[config.mk]
export PLATFORM = sky130hd
export DESIGN_NAME = snow64_bfloat16_vector_sequencer
export DESIGN_NICKNAME = d
export VERILOG_FILES = /design/src/rtl/snow64_bfloat16_vector_sequencer.sv
export SDC_FILE = /design/constraint.sdc
export NUM_CORES = 2
export LEC_CHECK = 0
export CORE_AREA = 2 2 331 333
export DETAILED_ROUTE_END_ITERATION = 8
export DIE_AREA = 0 0 333 335
export GPL_TIMING_DRIVEN = 0
export HOLD_SLACK_MARGIN = 0.06
export PLACE_DENSITY = 0.63
export SYNTH_ARGS = -nofsm -noshare
export SYNTH_HDL_FRONTEND = slang
export SYNTH_SLANG_ARGS = --single-unit
export TNS_END_PERCENT = 5
[constraint.sdc]
create_clock -name clk -period 56.3 [get_ports clk]
set_input_delay 16.89 -clock clk [delete_from_list [all_inputs] [get_ports clk]]
set_output_delay 16.89 -clock clk [all_outputs]
set_load 0.05 [all_outputs]
[src/rtl/snow64_bfloat16_vector_sequencer.sv]
// Feeds a vector of BFloat16 lanes to a scalar FPU, one command per enabled lane.
// The scalar results are reassembled into a result vector, which is then presented with a one-cycle valid pulse.
module snow64_bfloat16_vector_sequencer #(
  parameter int NUM_LANES  = 16,
  parameter int LANE_WIDTH = 16,
  parameter int OPER_WIDTH = 3
) (
  input  logic                            clk,
  input  logic                            rst,
  input  logic                            in_start,
  input  logic [OPER_WIDTH-1:0]           in_oper,
  input  logic [NUM_LANES-1:0]            in_lane_mask,
  input  logic [NUM_LANES*LANE_WIDTH-1:0] in_a,
  input  logic [NUM_LANES*LANE_WIDTH-1:0] in_b,
  output logic                            out_can_accept_cmd,
  output logic                            out_data_valid,
  output logic [NUM_LANES*LANE_WIDTH-1:0] out_data,
  output logic                            out_fpu_start,
  output logic [OPER_WIDTH-1:0]           out_fpu_oper,
  output logic [LANE_WIDTH-1:0]           out_fpu_a,
  output logic [LANE_WIDTH-1:0]           out_fpu_b,
  input  logic                            in_fpu_can_accept_cmd,
  input  logic                            in_fpu_data_valid,
  input  logic [LANE_WIDTH-1:0]           in_fpu_data
);

  localparam int VEC_W = NUM_LANES * LANE_WIDTH;
  localparam int IDX_W = (NUM_LANES > 1) ? $clog2(NUM_LANES) : 1;

  typedef enum logic [1:0] {
    S_IDLE,
    S_ISSUE,
    S_WAIT,
    S_DONE
  } state_e;

  state_e             state_q, state_d;
  logic [IDX_W-1:0]   lane_q, lane_d;
  logic [OPER_WIDTH-1:0] oper_q;
  logic [NUM_LANES-1:0]  mask_q;
  logic [VEC_W-1:0]   a_q, b_q;
  logic [VEC_W-1:0]   acc_q;
  logic [VEC_W-1:0]   data_q;
  logic               valid_q;

  int                 lane_base;
  logic               last_lane;
  logic               lane_en;

  assign lane_base = int'(lane_q) * LANE_WIDTH;
  assign last_lane = (lane_q == IDX_W'(NUM_LANES - 1));
  assign lane_en   = mask_q[lane_q];

  // State register.
  always_ff @(posedge clk or posedge rst) begin
    if (rst) begin
      state_q <= S_IDLE;
      lane_q  <= '0;
    end else begin
      // NOTE: sequential state uses non-blocking assignments so every flop samples pre-edge values.
      state_q <= state_d;
      lane_q  <= lane_d;
    end
  end

  // Next-state logic.
  always_comb begin
    // NOTE: defaults first so every path assigns each output and no latch is inferred.
    state_d = state_q;
    lane_d  = lane_q;
    case (state_q)
      S_IDLE: begin
        if (in_start) begin
          state_d = S_ISSUE;
          lane_d  = '0;
        end
      end
      S_ISSUE: begin
        if (!lane_en) begin
          if (last_lane) state_d = S_DONE;
          else           lane_d  = lane_q + 1'b1;
        end else if (in_fpu_can_accept_cmd) begin
          state_d = S_WAIT;
        end
      end
      S_WAIT: begin
        if (in_fpu_data_valid) begin
          if (last_lane) begin
            state_d = S_DONE;
          end else begin
            state_d = S_ISSUE;
            lane_d  = lane_q + 1'b1;
          end
        end
      end
      S_DONE:  state_d = S_IDLE;
      default: state_d = S_IDLE;
    endcase
  end

  // Outputs. The FPU strobe depends only on registered state and FPU readiness, never on in_start.
  always_comb begin
    out_can_accept_cmd = (state_q == S_IDLE);
    out_fpu_start      = (state_q == S_ISSUE) && lane_en && in_fpu_can_accept_cmd;
    out_fpu_oper       = oper_q;
    out_fpu_a          = a_q[lane_base +: LANE_WIDTH];
    out_fpu_b          = b_q[lane_base +: LANE_WIDTH];
    out_data_valid     = valid_q;
    out_data           = data_q;
  end

  // Operand capture, per-lane accumulation and result publication.
  always_ff @(posedge clk or posedge rst) begin
    if (rst) begin
      oper_q  <= '0;
      mask_q  <= '0;
      a_q     <= '0;
      b_q     <= '0;
      acc_q   <= '0;
      data_q  <= '0;
      valid_q <= 1'b0;
    end else begin
      valid_q <= (state_q == S_DONE);
      if (state_q == S_IDLE && in_start) begin
        oper_q <= in_oper;
        mask_q <= in_lane_mask;
        a_q    <= in_a;
        b_q    <= in_b;
      end
      if (state_q == S_ISSUE && !lane_en) begin
        acc_q[lane_base +: LANE_WIDTH] <= a_q[lane_base +: LANE_WIDTH];
      end
      if (state_q == S_WAIT && in_fpu_data_valid) begin
        acc_q[lane_base +: LANE_WIDTH] <= in_fpu_data;
      end
      // Partial results stay in acc_q; out_data only changes as the vector completes.
      if (state_q == S_DONE) begin
        data_q <= acc_q;
      end
    end
  end

endmodule

Word level (Yosys, flattened, before mapping):

Cells that the tools add are included.
Widths: inputs -> output; s select.

* latch bits: 0
* output and inout bits: 294
* memories kept: 0
* memory bits (writable): 0
* register bits: 1050
* input port bits: 552
* word-level logic and storage cells: 54
* ROM bits: 0

* equality and inequality tests: 9
* divide/modulo/power cells: 0
* reductions and logical operators: 10
* bitwise operators: 0
* order comparisons: 1
* shift operators: 5
* add/sub/neg operators: 2
* muxes and demuxes: 18
* $mul: 0

Operator list (number)
* $bwmux 256: 2
* $mux 256: 2
* $shiftx 16x33->256: 2
* $shiftx 256x9->16: 2
* $shift 16x33->256 const A: 1
* $neg 8->33: 1
* $mux 4: 4
* $mux 2: 6
* $pmux 4 s3: 1
* $pmux 2 s4: 1
* $reduce_and 4->1: 2
* $ne 2x2->1 const B: 3
* $ne 3x3->1 const B: 2
* $logic_and 1x1->1: 5
* $lt 4x5->1 const B: 1
* $add 4x1->4 const B: 1
* $bmux 1 s4: 1
* $eq 2x2->1 const B: 2
* $eq 4x4->1 const B: 1
* $reduce_bool 3->1: 1
* $eq 2x1->1 const B: 1
* $logic_not 2->1: 1
* $logic_not 1->1: 1
* $mux 1: 1

Depth between registers and ports, before layout:

* word-level depth: 7
* mapped depth: 16
* gate-level depth less buffers: 8

Worst setup path after synthesis:

OpenSTA, ideal clock, no wires.

* path type: input port to output port
* start point: input in_fpu_can_accept_cmd
* end point: output out_fpu_start
* data arrival time: 17.996 ns
* required time: 39.410 ns
* buffers on the path: 0
* slack: 21.414 ns
* cell stages on the path: 2
* cells stage by stage: inv_1 > nor3_1

* cells in the longest elaborated chain, start to end: 1

RTL lines
* start, declared: line 22 `input logic in_fpu_can_accept_cmd,`
* $logic_and 1x1->1: line 104 `out_fpu_start = (state_q == S_ISSUE) && lane_en && in_fpu_can_accept_cmd;`
* end, declared: line 18 `output logic out_fpu_start,`

No other way between the ends.

Worst setup path in the final report:

Ends and elaborated chain as after synthesis.

==> impl_results.md <==
- Outcome: finished clean
- Final Setup Violations: 0
- Hold Vio Cnt, Final: 0
- Final min period: 35.46 ns
- Root Driver: clkbuf_16
- Ports: 846
- Core area: 108100 sq um
- Pwr dens: 60.20 nW/um^2
- Routed WL: 173.0 mm
- First-pass DRT Iterations: 6
- Top_reg_cell synth: dfrtp_1
- Number of cell rows: 121
- Hold_sp: acc_q[250]
- Mapped Cells: 3113
- CTS buffer count: 112
- Hold Path Cell Cnt: 2
- Clk_lat worst skew: 0.71 ns
- Placement Cell Area: 55150 sq um
- Synth area leaders: dfrtp_1 (59%), mux2_2 (20%), mux4_2 (7.3%)
- RR Startpoint: lane_q[0]
- Largest area contributor in the netlist: dfrtp_1
- First-pass GRT wire length: 244.6 mm
- Worst IR Drop VDD: 41.27 uV
- Crit-path max FO: 2
- Via count: 32040
- I/O Buffers: 829
- Syn_nets: 3672
- CP most frequent cell: clkdlybuf4s50_1
- DRC violations left: 0
- Non-Filler Instances: 5607
- FF+latch count, synth: 1050
- Clk buf depth: 3
- Peak Freq: 28.20 MHz
- Arr. time, crit path: 18.57 ns
- Nature of the critical path endpoint: output pin
- Crit-path max cell delay: 0.93 ns
- Crit share post-route: 62.99%
- Number of global-route vias before repair: 32690
- CP max-delay cell: clkdlybuf4s50_1
- Sequential power share: 33.9%
- Worst setup SP type: input pin
- Design area: 58930 sq um
- Count leader, synth: dfrtp_1
- Dpl hpwl: 135.9 mm
- CP Cell Sequence: clkdlybuf4s50_1 > inv_1 > nor3_1 > clkdlybuf4s50_1
- Setup Total Neg Slack: 0 ns
- Routed wire per std cell: 30.86 um
- Worst min-delay path class: reg2reg
- Effective utilization at floorplan: 41.50%
- Psw: 0.001437 W
- Switching Share: 40.51%
- Tot Pwr: 0.003548 W
- CTS tree: built
- Post-placement cell count: 5364
- Hold Buf Count CTS: 0
- Post-synthesis cell type count: 55
- Fillers: 9283
- Post-synth ARST share: 100.0%
- Clock Sinks: 1050
- Final nets: 4623
- Pins over their slew limit: 0
- Pleak: 24.75 nW
- MaxCap Viol Count: 0
- CP startpoint: in_fpu_can_accept_cmd
- Avg Cell Area, Syn: 14.41 sq um
- Rel. slew slack: 14.56%
- Clk slew on worst S/H paths: 0.06 ns
- Die W: 333 um
- DRT iter0 DRCs: 2603
- R2R setup slack: 49.91 ns
- R2R cell count: 14
- EDFF count, synth: 0
- Largest net degree at the start of global routing: 131
- Critical Path RT: 39.41 ns
- Initial antenna violation count: 67
- Clock power frac: 21.1%
- CTS resizes: 0
- Syn-to-layout area delta: 31.38%
- Post-synth top cells: dfrtp_1 (1050), mux2_2 (787), nand2_1 (234)
- Total Routing Usage GR: 30.80%
- Grt ovf: 0
- Slew @ Worst Pin: 1.273 ns
- Die area: 111600 sq um
- P_int: 0.002111 W
- Critical R2R Capture: acc_q[30]
- Clock skew: 0.02338 ns
- Via-to-Cell Ratio: 5.714
- Worst hold slack: 0.4906 ns
- Postcts setup bufs: 0
- Unrepaired setup endpoints after global routing: no
- Register area share after synthesis: 58.57%
- Die Span Y: 335 um
- Synth top area share: 58.57%
- Final GP Congestion: 0.9054
- Yosys Warn Count: 0
- Layout cells sized above 1: 28.00%
- Hold Path End: acc_q[250]
- Crit path kind: in2out
- Final ANT Viol Nets: 0
- Comb pwr share: 45.0%
- CTS H-tree depth: 3
- Cell Area, Synth: 44860 sq um
## kinds of logic (layout without fill, tap and decap cells)
| logic type | after synthesis | count (layout) | share of synthesized area, % |
|---|---|---|---|
| AO/OA/AOI/OAI | 424 | 424 | 7.408 |
| XOR/XNOR | 2 | 2 | 0.03906 |
| adder cells (fa/ha/maj) | 7 | 7 | 0.1952 |
| buffers and inverters | 264 | 1305 | 2.357 |
| flip-flops | 1050 | 1050 | 58.57 |
| multiplexers | 956 | 956 | 27.57 |
| other | 0 | 39 | 0 |
| AND/OR/NAND/NOR | 410 | 410 | 3.855 |
## power groups by stage
stage	combinational [W]	clock, W	sequential, W
after floorplan	0.000846	0	0.00132
after global placement	0.00157	0	0.00121
after detailed placement	0.00159	0	0.00121
after CTS	0.00159	0.000759	0.00120
after global routing	0.00166	0.000791	0.00123
final	0.00160	0.000749	0.00120
## through the flow
| stage | utilization (%) | worst slack [ns] |
|---|---|---|
| CTS | 54.43 | 20.86 |
| global route | 54.49 | 20.77 |
| global placement | 50.81 | -3.532 |
| finish | 54.52 | 20.84 |
| detailed placement | 51.02 | 20.87 |
| floorplan | - | 9.856 |
## registers in the layout, summed over array words and instances (netlist names)
signal and count:
out_data 256, out_fpu_oper 3, mask_q 16, lane_q 4, acc_q 256, b_q 256
a_q 256, out_data_valid 1, state_q 2
## per-layer routing
| layer | vias up | GRT usage (%) | part of all wire (%) |
|---|---|---|---|
| met5 | - | 0 | 0.20 |
| li1 | 13560 | - | - |
| met3 | 316 | 7.500 | 7.3 |
| met4 | 52 | 11.91 | 3.9 |
| met1 | 16800 | 39.17 | 40 |
| met2 | 1310 | 50.90 | 49 |
## cell type report
class	instances	area, sq um	share of cell area, %
clock buffer	168	3236	5.490
sequential	1050	26280	44.58
timing repair buffer	837	8518	14.45
inverter	29	118.9	0.2017
buffer	235	945.9	1.605
antenna	39	97.59	0.1656
clock inverter	36	447.9	0.7601
multi-input combinational	1799	17530	29.74
tap	1414	1769	3.002
## critical path: cells and delay by family
kind,cells,cell delay (ns)
buf+inv,3,1.48
simple gates,1,0.20
## worst max-delay path by stage
stage	slack (ns)	cells after the start	end
2_1_floorplan	9.86	1	a_q[0]
3_3_place_gp	-3.53	2	a_q[19]
3_5_place_dp	20.87	4	out_fpu_start
4_1_cts	20.86	4	out_fpu_start
5_1_grt	20.77	4	out_fpu_start
6_report	20.84	4	out_fpu_start
## cells in the final DEF, fill, tap and decap left out, types with 3 or more instances in the layout
master and n:
a21oi_1 24, a22o_1 112, a22oi_1 19, a32oi_1 16
and2_1 22, and3_1 4, buf_1 9, buf_16 8
buf_2 41, bufinv_16 8, clkbuf_1 218, clkbuf_16 114
clkbuf_8 18, clkdlybuf4s50_1 829, clkinv_2 19, dfrtp_1 1050
diode_2 39, ha_1 7, inv_1 24, inv_6 4
mux2_2 787, mux2i_1 24, mux4_2 145, nand2_1 234
nand2b_1 3, nand3_1 51, nor2_1 78, nor2b_1 4
nor3_1 3, o211ai_1 19, o21a_1 16, o21ai_0 34
o21ai_1 16, o221ai_1 63, o22ai_1 18, o311ai_0 65
o311ai_1 6, o31ai_1 4
Note: power is estimated with default switching activity, not from simulation.
